## src/rtl/s832_resp_misr_if.sv

```systemverilog
// Response/control bundle between a test harness and the s832 response compactor.
// With S832_RESP_XMASK_EN defined the bundle also carries a per-vector X mask.
interface s832_resp_misr_if #(
    parameter int unsigned WIDTH = 19,
    parameter int unsigned SIG_W = 24,
    parameter int unsigned CNT_W = 16
) ();
    logic             start;
    logic [CNT_W-1:0] num_vectors;
    logic [SIG_W-1:0] golden;
    logic             resp_valid;
    logic [WIDTH-1:0] resp_data;
`ifdef S832_RESP_XMASK_EN
    logic [WIDTH-1:0] resp_mask;
`endif
    logic             resp_ready;
    logic             busy;
    logic             done;
    logic             pass;
    logic [SIG_W-1:0] signature;
    logic [CNT_W-1:0] vec_count;

`ifdef S832_RESP_XMASK_EN
    modport master (
        output start, num_vectors, golden, resp_valid, resp_data, resp_mask,
        input  resp_ready, busy, done, pass, signature, vec_count
    );
    modport slave (
        input  start, num_vectors, golden, resp_valid, resp_data, resp_mask,
        output resp_ready, busy, done, pass, signature, vec_count
    );
`else
    modport master (
        output start, num_vectors, golden, resp_valid, resp_data,
        input  resp_ready, busy, done, pass, signature, vec_count
    );
    modport slave (
        input  start, num_vectors, golden, resp_valid, resp_data,
        output resp_ready, busy, done, pass, signature, vec_count
    );
`endif
endinterface

```

## src/rtl/s832_resp_misr.sv

```systemverilog
// MISR response compactor for the s832 core: folds N output vectors into a signature
// and compares it with a golden value. Optional X masking via S832_RESP_XMASK_EN.
module s832_resp_misr #(
    parameter int unsigned     WIDTH = 19,
    parameter int unsigned     SIG_W = 24,
    parameter logic [SIG_W-1:0] POLY = 24'hC20001,
    parameter logic [SIG_W-1:0] SEED = 24'h000000,
    parameter int unsigned     CNT_W = 16
) (
    input logic               blif_clk_net,
    input logic               blif_reset_net,
    s832_resp_misr_if.slave   bus
);

    typedef enum logic [2:0] {
        S_IDLE    = 3'd0,
        S_ARM     = 3'd1,
        S_COLLECT = 3'd2,
        S_CHECK   = 3'd3,
        S_DONE    = 3'd4
    } state_t;

    state_t           state_q, state_d;
    logic [SIG_W-1:0] sig_q, sig_d;
    logic [CNT_W-1:0] cnt_q, cnt_d;
    logic [CNT_W-1:0] num_q, num_d;
    logic [SIG_W-1:0] gold_q, gold_d;
    logic             ready_q, ready_d;
    logic             busy_q, busy_d;
    logic             done_q, done_d;
    logic             pass_q, pass_d;

    logic             accept_c;
    logic [WIDTH-1:0] vec_c;
    logic [SIG_W-1:0] misr_next_c;
    logic [CNT_W-1:0] cnt_inc_c;

    // Masked bits are forced to 0 so unknown core outputs cannot corrupt the signature
`ifdef S832_RESP_XMASK_EN
    assign vec_c = bus.resp_data & ~bus.resp_mask;
`else
    assign vec_c = bus.resp_data;
`endif

    assign accept_c    = bus.resp_valid & ready_q;
    assign misr_next_c = {sig_q[SIG_W-2:0], 1'b0}
                       ^ (sig_q[SIG_W-1] ? POLY : {SIG_W{1'b0}})
                       ^ SIG_W'(vec_c);
    assign cnt_inc_c   = cnt_q + CNT_W'(1);

    // Next-state and next-output logic
    always_comb begin
        state_d = state_q;
        sig_d   = sig_q;
        cnt_d   = cnt_q;
        num_d   = num_q;
        gold_d  = gold_q;
        done_d  = done_q;
        pass_d  = pass_q;
        ready_d = 1'b0;
        busy_d  = 1'b0;

        unique case (state_q)
            S_IDLE, S_DONE: begin
                if (bus.start) begin
                    num_d   = bus.num_vectors;
                    gold_d  = bus.golden;
                    sig_d   = SEED;
                    cnt_d   = '0;
                    done_d  = 1'b0;
                    pass_d  = 1'b0;
                    state_d = S_ARM;
                end
            end
            S_ARM: begin
                state_d = (num_q == '0) ? S_CHECK : S_COLLECT;
            end
            S_COLLECT: begin
                if (accept_c) begin
                    sig_d = misr_next_c;
                    cnt_d = cnt_inc_c;
                    if (cnt_inc_c == num_q) begin
                        state_d = S_CHECK;
                    end
                end
            end
            S_CHECK: begin
                pass_d  = (sig_q == gold_q);
                done_d  = 1'b1;
                state_d = S_DONE;
            end
            default: begin
                state_d = S_IDLE;
            end
        endcase

        // Status outputs are registered copies of the state being entered
        ready_d = (state_d == S_COLLECT);
        busy_d  = (state_d == S_ARM) || (state_d == S_COLLECT) || (state_d == S_CHECK);
    end

    // State and output registers
    always_ff @(posedge blif_clk_net) begin
        if (blif_reset_net) begin
            state_q <= S_IDLE;
            sig_q   <= SEED;
            cnt_q   <= '0;
            num_q   <= '0;
            gold_q  <= '0;
            ready_q <= 1'b0;
            busy_q  <= 1'b0;
            done_q  <= 1'b0;
            pass_q  <= 1'b0;
        end else begin
            state_q <= state_d;
            sig_q   <= sig_d;
            cnt_q   <= cnt_d;
            num_q   <= num_d;
            gold_q  <= gold_d;
            ready_q <= ready_d;
            busy_q  <= busy_d;
            done_q  <= done_d;
            pass_q  <= pass_d;
        end
    end

    assign bus.resp_ready = ready_q;
    assign bus.busy       = busy_q;
    assign bus.done       = done_q;
    assign bus.pass       = pass_q;
    assign bus.signature  = sig_q;
    assign bus.vec_count  = cnt_q;

endmodule

```

## src/flat_wrapper.sv

```systemverilog
// flat-port wrapper written by rule: the top's interface ports become plain ports
module s832_resp_misr_flat 
#(
    parameter int unsigned     WIDTH = 19,
    parameter int unsigned     SIG_W = 24,
    parameter logic [SIG_W-1:0] POLY = 24'hC20001,
    parameter logic [SIG_W-1:0] SEED = 24'h000000,
    parameter int unsigned     CNT_W = 16
)
  (blif_clk_net, blif_reset_net, bus_start, bus_num_vectors, bus_golden, bus_resp_valid, bus_resp_data, bus_resp_ready, bus_busy, bus_done, bus_pass, bus_signature, bus_vec_count);
  s832_resp_misr_if #(.WIDTH(WIDTH), .SIG_W(SIG_W), .CNT_W(CNT_W)) bus_i ();
  input logic blif_clk_net;
  input logic blif_reset_net;
  input wire logic [$bits(bus_i.start)-1:0] bus_start;
  input wire logic [$bits(bus_i.num_vectors)-1:0] bus_num_vectors;
  input wire logic [$bits(bus_i.golden)-1:0] bus_golden;
  input wire logic [$bits(bus_i.resp_valid)-1:0] bus_resp_valid;
  input wire logic [$bits(bus_i.resp_data)-1:0] bus_resp_data;
  output wire logic [$bits(bus_i.resp_ready)-1:0] bus_resp_ready;
  output wire logic [$bits(bus_i.busy)-1:0] bus_busy;
  output wire logic [$bits(bus_i.done)-1:0] bus_done;
  output wire logic [$bits(bus_i.pass)-1:0] bus_pass;
  output wire logic [$bits(bus_i.signature)-1:0] bus_signature;
  output wire logic [$bits(bus_i.vec_count)-1:0] bus_vec_count;
  assign bus_i.start = bus_start;
  assign bus_i.num_vectors = bus_num_vectors;
  assign bus_i.golden = bus_golden;
  assign bus_i.resp_valid = bus_resp_valid;
  assign bus_i.resp_data = bus_resp_data;
  assign bus_resp_ready = bus_i.resp_ready;
  assign bus_busy = bus_i.busy;
  assign bus_done = bus_i.done;
  assign bus_pass = bus_i.pass;
  assign bus_signature = bus_i.signature;
  assign bus_vec_count = bus_i.vec_count;
  s832_resp_misr #(.WIDTH(WIDTH), .SIG_W(SIG_W), .POLY(POLY), .SEED(SEED), .CNT_W(CNT_W)) u_core (.blif_clk_net(blif_clk_net), .blif_reset_net(blif_reset_net), .bus(bus_i));
endmodule
```

## config.mk

```make
export PLATFORM = sky130hd
export DESIGN_NAME = s832_resp_misr_flat
export DESIGN_NICKNAME = d
export VERILOG_FILES = /design/src/rtl/s832_resp_misr_if.sv /design/src/rtl/s832_resp_misr.sv /design/src/flat_wrapper.sv
export SDC_FILE = /design/constraint.sdc
export NUM_CORES = 1
export LEC_CHECK = 0
export BUFFER_PORTS_ARGS = -buffer_cell sky130_fd_sc_hd__buf_4
export CAP_MARGIN = 10
export CORE_MARGIN = 1
export CORE_UTILIZATION = 35
export DETAILED_ROUTE_END_ITERATION = 16
export GPL_TIMING_DRIVEN = 0
export PLACE_DENSITY = 0.58
export SLEW_MARGIN = 10
export SYNTH_ARGS = -nofsm -noshare
export SYNTH_HDL_FRONTEND = slang
export SYNTH_SLANG_ARGS = --single-unit
```

## constraint.sdc

```tcl
create_clock -name blif_clk_net -period 2.88 [get_ports blif_clk_net]
set_input_delay 0.288 -clock blif_clk_net [delete_from_list [all_inputs] [get_ports blif_clk_net]]
set_output_delay 0.288 -clock blif_clk_net [all_outputs]
set_load 0.005 [all_outputs]
```

==> impl_metrics.prom, run 1 <==
# TYPE chip_impl_metric gauge
chip_impl_metric{name="slew_viol_final",unit=""} 0
chip_impl_metric{name="min_period",unit="ps"} 2699
chip_impl_metric{name="route.detailed.drc",unit=""} 0
chip_impl_metric{name="detail_route.first_pass.iterations",unit=""} 5
chip_impl_metric{name="cell_internal_pwr",unit="µW"} 2215
chip_impl_metric{name="grt_antenna_before_repair",unit=""} 0
chip_impl_metric{name="syn_to_final_growth",unit="%"} 30.10
chip_impl_metric{name="gpl.final_weighted_congestion",unit=""} 0.8632
chip_impl_metric{name="floorplan.die.width",unit="µm"} 112.8
chip_impl_info{name="cts_tree",value="built"} 1
chip_impl_metric{name="cts_setup_buffers",unit=""} 0
chip_impl_metric{name="max_freq",unit="MHz"} 370.6
chip_impl_metric{name="final_min_period_over_clock_period",unit="%"} 93.70
chip_impl_metric{name="power.leakage",unit="µW"} 0.002321
chip_impl_metric{name="grt_first_pass_wirelength",unit="µm"} 20620
chip_impl_metric{name="ff2ff_path_depth",unit=""} 8
chip_impl_info{name="type_of_the_tightest_min_delay_check",value="in -> reg"} 1
chip_impl_metric{name="finalSetupViolations",unit=""} 0
chip_impl_metric{name="synth_nets",unit=""} 615
chip_impl_metric{name="grt_pass1_vias",unit=""} 3890
chip_impl_metric{name="worst_pin_slew",unit="ps"} 1014
chip_impl_metric{name="synth_edf_count",unit=""} 0
chip_impl_metric{name="clk-insertion-delay-late",unit="ps"} 340
chip_impl_info{name="rsz_0062_raised_after_global_routing",value="no"} 1
chip_impl_metric{name="design.portCount",unit=""} 107
chip_impl_metric{name="design.core.area",unit="mm²"} 0.01196
chip_impl_info{name="cts.root.buffer_cell",value="sky130_fd_sc_hd__clkbuf_16"} 1
chip_impl_metric{name="cap_viol_max_count",unit=""} 0
chip_impl_info{name="worstSetupPathType",value="reg -> reg"} 1
chip_impl_metric{name="floorplan.initialDensity",unit="%"} 35.90
chip_impl_metric{name="clock_path_buffers",unit=""} 2
chip_impl_info{name="r2r_endpoint",value="u_core.state_q[0]$_SDFF_PP0_"} 1
chip_impl_metric{name="clk_transition_reported_paths",unit="ps"} 70
chip_impl_metric{name="worst-endpoint-arrival",unit="ps"} 2950
chip_impl_info{name="synth-main-ff-cell",value="sky130_fd_sc_hd__dfxtp_1"} 1
chip_impl_metric{name="drive_above_1_share",unit="%"} 19.82
chip_impl_metric{name="globalRouteTotalUtil",unit="%"} 21.09
chip_impl_metric{name="power.switching_fraction",unit="%"} 26.03
chip_impl_metric{name="floorplan.rows",unit=""} 40
chip_impl_metric{name="cts.repair.resized",unit=""} 0
chip_impl_metric{name="asyncSetResetFlopFracSynth",unit="%"} 0
chip_impl_info{name="crit_slowest_cell",value="sky130_fd_sc_hd__dfxtp_1"} 1
chip_impl_metric{name="vias",unit=""} 4244
chip_impl_metric{name="pwr_density_cell",unit="mW/mm²"} 536.0
chip_impl_metric{name="mappedNetlistArea",unit="mm²"} 0.004294
chip_impl_info{name="synth_area_leaders",value="sky130_fd_sc_hd__dfxtp_1 (41%), sky130_fd_sc_hd__nand2_1 (11%), sky130_fd_sc_hd__xor2_1 (10%)"} 1
chip_impl_metric{name="cp_num_cells",unit=""} 8
chip_impl_metric{name="finalPower",unit="µW"} 2994
chip_impl_info{name="crit_path_start",value="u_core.bus.vec_count[0]$_SDFFE_PP0P_"} 1
chip_impl_metric{name="net-switching-power",unit="µW"} 779.4
chip_impl_metric{name="grt_start_max_net_pins",unit=""} 15
chip_impl_metric{name="grt.overflow.total",unit=""} 0
chip_impl_info{name="critPathLaunchType",value="flip-flop"} 1
chip_impl_metric{name="critical_path.max_stage_delay",unit="ps"} 520
chip_impl_info{name="path_delay_family",value="simple AND/OR/NAND/NOR gates"} 1
chip_impl_info{name="end_kind",value="flip-flop"} 1
chip_impl_metric{name="synth_top_cell_area_share",unit="%"} 40.56
chip_impl_metric{name="finalNetCount",unit=""} 731
chip_impl_metric{name="avgSynthCellArea",unit="µm²"} 7.793
chip_impl_metric{name="clock_sink_count",unit=""} 87
chip_impl_metric{name="timing.clock.skew",unit="ps"} 8.069
chip_impl_metric{name="postSynthRegisterBits",unit=""} 87
chip_impl_metric{name="setup_total_negative_slack",unit="ps"} 0
chip_impl_metric{name="detailed_route_wl",unit="µm"} 13210
chip_impl_metric{name="synth_seq_area_share",unit="%"} 40.56
chip_impl_info{name="post-synth-top-count-cell",value="sky130_fd_sc_hd__nand2_1"} 1
chip_impl_metric{name="clockPowerShare",unit="%"} 42.6
chip_impl_metric{name="cts_hold_buf",unit=""} 0
chip_impl_metric{name="crit_required",unit="ps"} 3130
chip_impl_info{name="min-delay-start",value="bus_golden[10]"} 1
chip_impl_metric{name="die_area",unit="mm²"} 0.01272
chip_impl_metric{name="n_antenna_cell",unit=""} 0
chip_impl_metric{name="fillers",unit=""} 1229
chip_impl_metric{name="ys_types",unit=""} 45
chip_impl_info{name="worstReg2RegStart",value="u_core.bus.vec_count[0]$_SDFFE_PP0P_"} 1
chip_impl_metric{name="seqPwrFrac",unit="%"} 43.6
chip_impl_metric{name="place.port_buffers",unit=""} 105
chip_impl_metric{name="power.share.combinational",unit="%"} 13.8
chip_impl_metric{name="max-slew-margin-rel",unit="%"} 31.88
chip_impl_metric{name="post_detailed_route_wirelength_per_cell",unit="µm"} 16.14
chip_impl_metric{name="hold_fails_final_rpt",unit=""} 0
chip_impl_info{name="critical_path.endpoint",value="u_core.state_q[0]$_SDFF_PP0_"} 1
chip_impl_metric{name="cts-buffers-inserted",unit=""} 9
chip_impl_metric{name="detailedPlacementHpwl",unit="µm"} 9884
chip_impl_info{name="yosysTopAreaCell",value="sky130_fd_sc_hd__dfxtp_1"} 1
chip_impl_metric{name="synth.yosys.warnings",unit=""} 0
chip_impl_metric{name="cp.buffers_inverters",unit=""} 1
chip_impl_metric{name="regToRegSetupSlack",unit="ps"} 180
chip_impl_metric{name="avgViaCountPerCell",unit=""} 5.188
chip_impl_metric{name="die_height",unit="µm"} 112.8
chip_impl_metric{name="vdd.ir_drop.worst",unit="mV"} 0.3695
chip_impl_info{name="run_status",value="complete, no violations"} 1
chip_impl_metric{name="ctsHtreeMaxLevel",unit=""} 3
chip_impl_metric{name="dr.first_iter.drc_count",unit=""} 345
chip_impl_metric{name="synthesis.instances",unit=""} 551
chip_impl_metric{name="antenna_left",unit=""} 0
chip_impl_info{name="yosys-top-cells-count",value="sky130_fd_sc_hd__nand2_1 (124), sky130_fd_sc_hd__dfxtp_1 (87), sky130_fd_sc_hd__a21oi_1 (84)"} 1
chip_impl_metric{name="critical_path_peak_fanout",unit=""} 10
chip_impl_info{name="crit_path_cell_trace",value="ha_1, buf_2, nand3_2, or3_4, xnor2_1, o2111ai_1, or4_1, o32ai_2"} 1
==> worst min-delay path by stage <==
stage	depth (start not counted)	slack, ps	end
after CTS	3	190	u_core.gold_q[10]$_SDFFE_PP0P_
after detailed placement	2	460	u_core.gold_q[12]$_SDFFE_PP0P_
after global routing	3	200	u_core.gold_q[12]$_SDFFE_PP0P_
after floorplan	2	420	u_core.gold_q[0]$_SDFFE_PP0P_
after global placement	2	450	u_core.gold_q[4]$_SDFFE_PP0P_
final	3	190	u_core.gold_q[10]$_SDFFE_PP0P_
==> layout by cell type (no fill, tap or decap), types with 9 or more instances in the layout <==
cell type                   instances
sky130_fd_sc_hd__a21oi_1           84
sky130_fd_sc_hd__nor3_1            11
sky130_fd_sc_hd__xnor2_1           23
sky130_fd_sc_hd__nor4_1            15
sky130_fd_sc_hd__o21ai_0           17
sky130_fd_sc_hd__nor2_1            22
sky130_fd_sc_hd__nand2_1          124
sky130_fd_sc_hd__nand3_1           28
sky130_fd_sc_hd__clkbuf_1          30
sky130_fd_sc_hd__clkbuf_16          9
sky130_fd_sc_hd__xor2_1            49
sky130_fd_sc_hd__buf_4            105
sky130_fd_sc_hd__dfxtp_1           87
==> flip-flops by register name (all words and copies together) (netlist names) <==
name,cells
u_core.bus.vec_count,16
u_core.bus.pass,1
u_core.bus.done,1
u_core.num_q,16
u_core.state_q,3
u_core.gold_q,24
u_core.bus.busy,1
u_core.bus.signature,24
u_core.bus.resp_ready,1
==> tightest hold or removal path, cell delays in order <==
cell	delay [ps]
sky130_fd_sc_hd__buf_4	110
sky130_fd_sc_hd__nand2_1	40
sky130_fd_sc_hd__a21oi_1	50
==> power groups by stage <==
| stage | logic, µW | registers, µW | clock network, µW |
|---|---|---|---|
| 2_1_floorplan | 245 | 1320 | 0 |
| 3_3_place_gp | 403 | 1330 | 0 |
| 3_5_place_dp | 408 | 1330 | 0 |
| 4_1_cts | 411 | 1310 | 1290 |
| 5_1_grt | 455 | 1310 | 1330 |
| 6_report | 412 | 1310 | 1280 |
==> per-stage QoR <==
| step | hold WS (ps) | worst slack [ps] | instances | utilization, % | area (µm²) |
|---|---|---|---|---|---|
| floorplan | 424.0 | 562.3 | 551 | - | 4294 |
| global placement | 453.9 | 239.2 | 803 | 44.03 | 5266 |
| detailed placement | 460.2 | 220.0 | 803 | 44.03 | 5266 |
| CTS | 188.0 | 206.6 | 818 | 46.71 | 5587 |
| global route | 195.7 | 12.46 | 818 | 46.71 | 5587 |
| finish | 190.9 | 181.5 | 818 | 46.71 | 5587 |
==> routing by layer <==
layer,part of all wire [%],vias to the layer above,wire length (µm),GRT usage (%)
met5,0,-,0,0
met4,1.6,0,208,7.022
li1,-,2123,-,-
met1,48,1990,6281,30.01
met2,45,118,5966,32.92
met3,5.7,13,749,2.732
==> kinds of logic after synthesis <==
| kind of cell | after synthesis | share of synthesized area, % |
|---|---|---|
| AOI/OAI and AO/OA | 115 | 14.54 |
| xor gates and xnor gates | 72 | 14.69 |
| adders and majority gates | 1 | 0.2913 |
| buffers and inverters | 40 | 3.613 |
| DFF | 87 | 40.56 |
| and+or+nand+nor | 236 | 26.31 |
==> cell type report <==
type | instances | area (µm²) | share of cell area [%]
repair buffers | 105 | 788.3 | 14.11
well taps | 147 | 183.9 | 3.292
clock buffers | 11 | 242.7 | 4.345
inverters | 3 | 11.26 | 0.2016
multi-input cells | 424 | 2397 | 42.91
clock inverters | 4 | 77.57 | 1.389
flip-flops and latches | 87 | 1742 | 31.18
plain buffers | 37 | 143.9 | 2.576
No activity file was read; power rests on OpenSTA's default activity.
==> run 2: changes to the inputs <==
- RECOVER_POWER: unset -> 50
- clock period: 2.88 -> 3.33 ns (I/O delays scaled with it)
==> impl_metrics.prom, run 2 (synthesized netlist as in run 1, its figures left out) <==
# TYPE chip_impl_metric gauge
chip_impl_info{name="run_status",value="complete, no violations"} 1
chip_impl_metric{name="final_min_period_over_clock_period",unit="%"} 80.50
chip_impl_metric{name="vdd.ir_drop.worst",unit="mV"} 0.3202
chip_impl_metric{name="ctsHtreeMaxLevel",unit=""} 3
chip_impl_info{name="rsz_0062_raised_after_global_routing",value="no"} 1
chip_impl_metric{name="cts_setup_buffers",unit=""} 0
chip_impl_metric{name="hold_fails_final_rpt",unit=""} 0
chip_impl_info{name="cts_tree",value="built"} 1
chip_impl_metric{name="finalNetCount",unit=""} 731
chip_impl_info{name="critPathLaunchType",value="flip-flop"} 1
chip_impl_metric{name="timing.clock.skew",unit="ps"} 8.232
chip_impl_metric{name="gpl.final_weighted_congestion",unit=""} 0.8632
chip_impl_info{name="final_cell_mix",value="sky130_fd_sc_hd__nand2_1 (124), sky130_fd_sc_hd__dfxtp_1 (87), sky130_fd_sc_hd__a21oi_1 (84)"} 1
chip_impl_metric{name="slew_viol_final",unit=""} 0
chip_impl_metric{name="clock_sink_count",unit=""} 87
chip_impl_metric{name="grt_pass1_vias",unit=""} 3890
chip_impl_metric{name="cap_viol_max_count",unit=""} 0
chip_impl_metric{name="globalRouteTotalUtil",unit="%"} 21.09
chip_impl_metric{name="postLayoutCellArea",unit="mm²"} 0.005587
chip_impl_metric{name="net-switching-power",unit="µW"} 671.6
chip_impl_metric{name="design.core.area",unit="mm²"} 0.01196
chip_impl_info{name="worstSetupPathType",value="reg -> reg"} 1
chip_impl_metric{name="worst-endpoint-arrival",unit="ps"} 2930
chip_impl_metric{name="clock_path_buffers",unit=""} 2
chip_impl_metric{name="die_height",unit="µm"} 112.8
chip_impl_metric{name="post_detailed_route_wirelength_per_cell",unit="µm"} 16.08
chip_impl_metric{name="design.portCount",unit=""} 107
chip_impl_metric{name="cts.repair.resized",unit=""} 0
chip_impl_metric{name="seqPwrFrac",unit="%"} 43.7
chip_impl_metric{name="grt_first_pass_wirelength",unit="µm"} 20620
chip_impl_metric{name="min_period",unit="ps"} 2681
chip_impl_metric{name="floorplan.initialDensity",unit="%"} 35.90
chip_impl_metric{name="worst_pin_slew",unit="ps"} 1079
chip_impl_metric{name="detail_route.first_pass.iterations",unit=""} 4
chip_impl_metric{name="antenna_left",unit=""} 0
chip_impl_metric{name="floorplan.die.width",unit="µm"} 112.8
chip_impl_info{name="layout.cells.most_common",value="sky130_fd_sc_hd__nand2_1"} 1
chip_impl_metric{name="pwr_density_cell",unit="mW/mm²"} 463.0
chip_impl_info{name="end_kind",value="flip-flop"} 1
chip_impl_metric{name="power.leakage",unit="µW"} 0.002296
chip_impl_metric{name="grt.overflow.total",unit=""} 0
chip_impl_metric{name="power.switching_fraction",unit="%"} 25.96
chip_impl_metric{name="die_area",unit="mm²"} 0.01272
chip_impl_metric{name="avgViaCountPerCell",unit=""} 5.176
chip_impl_metric{name="grt_antenna_before_repair",unit=""} 0
chip_impl_metric{name="detailed_route_wl",unit="µm"} 13160
chip_impl_metric{name="syn_to_final_growth",unit="%"} 30.10
chip_impl_metric{name="clk_transition_reported_paths",unit="ps"} 70
chip_impl_metric{name="cts_hold_buf",unit=""} 0
chip_impl_metric{name="power.share.combinational",unit="%"} 13.8
chip_impl_metric{name="setup_total_negative_slack",unit="ps"} 0
chip_impl_metric{name="cts-buffers-inserted",unit=""} 9
chip_impl_metric{name="max_freq",unit="MHz"} 373.1
chip_impl_metric{name="cell_internal_pwr",unit="µW"} 1915
chip_impl_metric{name="critical_path_peak_fanout",unit=""} 8
chip_impl_metric{name="route.detailed.drc",unit=""} 0
chip_impl_info{name="cts.root.buffer_cell",value="sky130_fd_sc_hd__clkbuf_16"} 1
chip_impl_metric{name="clockPowerShare",unit="%"} 42.6
chip_impl_metric{name="max-slew-margin-rel",unit="%"} 27.51
chip_impl_metric{name="fillers",unit=""} 1229
chip_impl_metric{name="dpl_cell_area",unit="mm²"} 0.005266
chip_impl_metric{name="n_antenna_cell",unit=""} 0
chip_impl_metric{name="detailedPlacementHpwl",unit="µm"} 9884
chip_impl_metric{name="finalSetupViolations",unit=""} 0
chip_impl_metric{name="drive_above_1_share",unit="%"} 19.82
chip_impl_metric{name="clk-insertion-delay-late",unit="ps"} 340
chip_impl_metric{name="floorplan.rows",unit=""} 40
chip_impl_info{name="type_of_the_tightest_min_delay_check",value="in -> reg"} 1
chip_impl_metric{name="vias",unit=""} 4234
chip_impl_metric{name="crit_required",unit="ps"} 3580
chip_impl_metric{name="grt_start_max_net_pins",unit=""} 15
chip_impl_metric{name="place.port_buffers",unit=""} 105
chip_impl_metric{name="dr.first_iter.drc_count",unit=""} 329
run 2: cell count changes in the layout (fill, tap and decap cells not counted), sizes merged:
cell    previous run  this run
buf              113        68
clkbuf            40        85
run 2: path summary, 6_finish.rpt:
check / from / end / slack [ps] / cells after the start
hold / removal: bus_golden[10] / u_core.gold_q[10]$_SDFFE_PP0P_ / 240 / 3
setup / recovery: u_core.bus.vec_count[3]$_SDFFE_PP0P_ / u_core.state_q[0]$_SDFF_PP0_ / 650 / 7
hold reg to reg: u_core.gold_q[10]$_SDFFE_PP0P_ / u_core.gold_q[10]$_SDFFE_PP0P_ / 470 / 2
setup reg to reg: u_core.bus.vec_count[3]$_SDFFE_PP0P_ / u_core.state_q[0]$_SDFF_PP0_ / 650 / 7
run 2: area by class of cell:
cell class,instances,area [µm²],share of cell area [%]
inverter,3,11.26,0.2016
sequential,87,1742,31.18
clock buffer,11,242.7,4.345
clock inverter,4,77.57,1.389
buffer,37,143.9,2.576
multi-input combinational,424,2397,42.91
tap,147,183.9,3.292
timing repair buffer,105,788.3,14.11
run 2: power by group through the flow:
| stage | clock, µW | sequential, µW | combinational [µW] |
|---|---|---|---|
| after floorplan | 0 | 1140 | 212 |
| after global placement | 0 | 1150 | 348 |
| after detailed placement | 0 | 1150 | 352 |
| after CTS | 1120 | 1130 | 356 |
| after global routing | 1150 | 1140 | 394 |
| final | 1100 | 1130 | 356 |
run 2: per-layer routing:
| metal | vias to the layer above | part of all wire (%) | GRT usage (%) | routed length (µm) |
|---|---|---|---|---|
| li1 | 2121 | - | - | - |
| met1 | 1982 | 48 | 30.01 | 6347 |
| met2 | 118 | 45 | 32.92 | 5913 |
| met3 | 13 | 5.3 | 2.732 | 700 |
| met4 | 0 | 1.5 | 7.022 | 194 |
| met5 | - | 0 | 0 | 0 |
run 2: metrics by stage:
stage          power, µW  worst slack (ps)  util, %  instances  hold WS, ps
3_3_place_gp        1499             689.2    44.03        803        453.9
5_1_grt             2681             462.5    46.71        818        240.7
3_5_place_dp        1505             670.0    44.03        803        460.2
6_report            2587             649.4    46.71        818        236.6
2_1_floorplan       1351              1012        -        551        447.8
4_1_cts             2600             656.6    46.71        818        233.0
run 2: worst max-delay path: stages, from the launching register on:
cell                       delay, ps
sky130_fd_sc_hd__dfxtp_1         370
sky130_fd_sc_hd__buf_2           220
sky130_fd_sc_hd__nand4_2         230
sky130_fd_sc_hd__nor4_1          530
sky130_fd_sc_hd__xnor2_1         220
sky130_fd_sc_hd__o211ai_1        170
sky130_fd_sc_hd__or4_1           590
sky130_fd_sc_hd__o32ai_2         260
==> run 3: changes to the inputs <==
- clock period: 3.33 -> 2.7 ns (I/O delays scaled with it)
==> impl_metrics.prom, run 3 (synthesized netlist as in run 1, its figures left out) <==
# TYPE chip_impl_metric gauge
chip_impl_metric{name="vias",unit=""} 4228
chip_impl_metric{name="avgViaCountPerCell",unit=""} 5.175
chip_impl_metric{name="power.leakage",unit="µW"} 0.002301
chip_impl_metric{name="crit_required",unit="ps"} 2950
chip_impl_metric{name="finalNetCount",unit=""} 730
chip_impl_info{name="worstReg2RegStart",value="u_core.bus.vec_count[3]$_SDFFE_PP0P_"} 1
chip_impl_info{name="hold-path-endpoint",value="u_core.gold_q[10]$_SDFFE_PP0P_"} 1
chip_impl_metric{name="pwr_density_cell",unit="mW/mm²"} 569.1
chip_impl_metric{name="finalSetupViolations",unit=""} 0
chip_impl_metric{name="cp.buffers_inverters",unit=""} 1
chip_impl_metric{name="final.hold.worst_slack",unit="ps"} 172.7
chip_impl_metric{name="final_min_period_over_clock_period",unit="%"} 94.94
chip_impl_metric{name="hold_fails_final_rpt",unit=""} 0
chip_impl_metric{name="n_antenna_cell",unit=""} 0
chip_impl_metric{name="post_detailed_route_wirelength_per_cell",unit="µm"} 16.12
chip_impl_metric{name="vdd.ir_drop.worst",unit="mV"} 0.3951
chip_impl_info{name="crit_path_cell_trace",value="buf_2, nand4_2, nor4_2, xnor2_1, o211ai_1, or4_1, o32ai_2"} 1
chip_impl_metric{name="grt.overflow.total",unit=""} 0
chip_impl_metric{name="floorplan.initialDensity",unit="%"} 35.90
chip_impl_info{name="end_kind",value="flip-flop"} 1
chip_impl_info{name="cts_tree",value="built"} 1
chip_impl_metric{name="cts-buffers-inserted",unit=""} 9
chip_impl_metric{name="critical_path.max_stage_delay",unit="ps"} 590
chip_impl_metric{name="design.portCount",unit=""} 107
chip_impl_metric{name="clk_transition_reported_paths",unit="ps"} 70
chip_impl_metric{name="drive_above_1_share",unit="%"} 20.45
chip_impl_metric{name="detailedPlacementHpwl",unit="µm"} 9884
chip_impl_metric{name="grt_start_max_net_pins",unit=""} 15
chip_impl_info{name="crit_slowest_cell",value="sky130_fd_sc_hd__or4_1"} 1
chip_impl_metric{name="globalRouteTotalUtil",unit="%"} 21.09
chip_impl_metric{name="critical_path_peak_fanout",unit=""} 8
chip_impl_metric{name="grt_first_pass_wirelength",unit="µm"} 20620
chip_impl_info{name="min-delay-start",value="bus_golden[10]"} 1
chip_impl_metric{name="post-route-worst-setup-slack",unit="ps"} 136.5
chip_impl_metric{name="cap_viol_max_count",unit=""} 0
chip_impl_metric{name="fillers",unit=""} 1231
chip_impl_info{name="layout.cells.most_common",value="sky130_fd_sc_hd__nand2_1"} 1
chip_impl_metric{name="floorplan.rows",unit=""} 40
chip_impl_metric{name="gpl.final_weighted_congestion",unit=""} 0.8632
chip_impl_info{name="r2r_endpoint",value="u_core.state_q[0]$_SDFF_PP0_"} 1
chip_impl_metric{name="syn_to_final_growth",unit="%"} 30.42
chip_impl_metric{name="clk-insertion-delay-late",unit="ps"} 340
chip_impl_metric{name="dr.first_iter.drc_count",unit=""} 278
chip_impl_metric{name="worst-endpoint-arrival",unit="ps"} 2820
chip_impl_metric{name="regToRegSetupSlack",unit="ps"} 140
chip_impl_metric{name="worst_hold_path_depth",unit=""} 3
chip_impl_metric{name="final_core_utilization",unit="%"} 46.82
chip_impl_metric{name="floorplan.die.width",unit="µm"} 112.8
chip_impl_metric{name="max-slew-margin-rel",unit="%"} 32.66
chip_impl_metric{name="antenna_left",unit=""} 0
chip_impl_info{name="cts.root.buffer_cell",value="sky130_fd_sc_hd__clkbuf_16"} 1
chip_impl_metric{name="grt_pass1_vias",unit=""} 3890
chip_impl_metric{name="clock_sink_count",unit=""} 87
chip_impl_info{name="path_delay_family",value="simple AND/OR/NAND/NOR gates"} 1
chip_impl_metric{name="route.detailed.drc",unit=""} 0
chip_impl_metric{name="worst_pin_slew",unit="ps"} 1002
chip_impl_info{name="type_of_the_tightest_min_delay_check",value="in -> reg"} 1
chip_impl_metric{name="dp_worst_setup_slack",unit="ps"} 40.02
chip_impl_metric{name="ctsHtreeMaxLevel",unit=""} 3
chip_impl_metric{name="grt_antenna_before_repair",unit=""} 0
chip_impl_metric{name="finalPower",unit="µW"} 3187
chip_impl_metric{name="detailed_route_wl",unit="µm"} 13170
chip_impl_metric{name="ff2ff_path_depth",unit=""} 7
chip_impl_info{name="run_status",value="complete, no violations"} 1
chip_impl_info{name="final_cell_mix",value="sky130_fd_sc_hd__nand2_1 (124), sky130_fd_sc_hd__dfxtp_1 (85), sky130_fd_sc_hd__a21oi_1 (84)"} 1
chip_impl_metric{name="slew_viol_final",unit=""} 0
chip_impl_metric{name="die_area",unit="mm²"} 0.01272
chip_impl_metric{name="timing.clock.skew",unit="ps"} 8.728
chip_impl_metric{name="setup_total_negative_slack",unit="ps"} 0
chip_impl_metric{name="min_period",unit="ps"} 2563
chip_impl_metric{name="max_freq",unit="MHz"} 390.1
chip_impl_metric{name="clock_path_buffers",unit=""} 2
chip_impl_metric{name="die_height",unit="µm"} 112.8
chip_impl_info{name="critPathLaunchType",value="flip-flop"} 1
chip_impl_metric{name="design.core.area",unit="mm²"} 0.01196
chip_impl_info{name="worstSetupPathType",value="reg -> reg"} 1
chip_impl_metric{name="detail_route.first_pass.iterations",unit=""} 6
chip_impl_info{name="rsz_0062_raised_after_global_routing",value="no"} 1
chip_impl_metric{name="place.port_buffers",unit=""} 105
==> run 3: cell count changes in the layout (fill, tap and decap cells not counted), sizes merged <==
cell | before | now
clkbuf | 85 | 83
buf | 68 | 69
==> run 3: layer usage <==
metal / vias up / global-route usage (%) / share of wire (%)
met1: 1994 / 30.01 / 48
met4: 0 / 7.022 / 1.5
met2: 105 / 32.92 / 46
met5: - / 0 / 0
li1: 2116 / - / -
met3: 13 / 2.732 / 4.8
==> run 3: worst reg2reg max path: cells and delay by family (launching register included) <==
kind / cells / cell delay [ps]
compound gates: 2 / 420
xor+xnor: 1 / 200
buf+inv: 1 / 230
flops: 1 / 370
simple gates: 3 / 1260
==> run 3: layout make-up <==
class / instances / area (µm²) / share of cell area, %
Sequential cell: 87 / 1744 / 31.14
Clock inverter: 4 / 77.57 / 1.385
Tap cell: 147 / 183.9 / 3.284
Multi-Input combinational cell: 424 / 2411 / 43.05
Timing Repair Buffer: 105 / 788.3 / 14.08
Inverter: 3 / 11.26 / 0.2011
Buffer: 36 / 141.4 / 2.525
Clock buffer: 11 / 242.7 / 4.334
==> run 3: repair_timing <==
action,in CTS,in global routing
hold buffers,0,0
buffers inserted,0,0
resized for setup,0,5
endpoints found under the setup margin,0,8
==> run 3: worst max-delay path by stage <==
stage | start | to | slack [ps] | depth (start not counted)
2_1_floorplan | u_core.bus.vec_count[0]$_SDFFE_PP0P_ | u_core.state_q[0]$_SDFF_PP0_ | 380 | 8
3_3_place_gp | u_core.bus.vec_count[0]$_SDFFE_PP0P_ | u_core.state_q[0]$_SDFF_PP0_ | 60 | 8
3_5_place_dp | u_core.bus.vec_count[0]$_SDFFE_PP0P_ | u_core.state_q[0]$_SDFF_PP0_ | 40 | 8
4_1_cts | u_core.bus.vec_count[0]$_SDFFE_PP0P_ | u_core.state_q[0]$_SDFF_PP0_ | 30 | 8
5_1_grt | u_core.state_q[0]$_SDFF_PP0_ | u_core.bus.signature[12]$_SDFFE_PP0P_ | 10 | 7
6_report | u_core.bus.vec_count[3]$_SDFFE_PP0P_ | u_core.state_q[0]$_SDFF_PP0_ | 140 | 7
==> run 3: through the flow <==
stage	instances	instance area, µm²
after floorplan	551	4294
after global placement	803	5266
after detailed placement	803	5266
after CTS	818	5587
after global routing	817	5600
final	817	5600
==> run 3: power by group <==
part           switching, µW  total, µW  internal (µW)  leakage [µW]
sequential              52.7       1390           1340      0.000709
combinational            255        437            182       0.00144
clock                    519       1360            838      0.000157
total                    826       3190           2360       0.00230
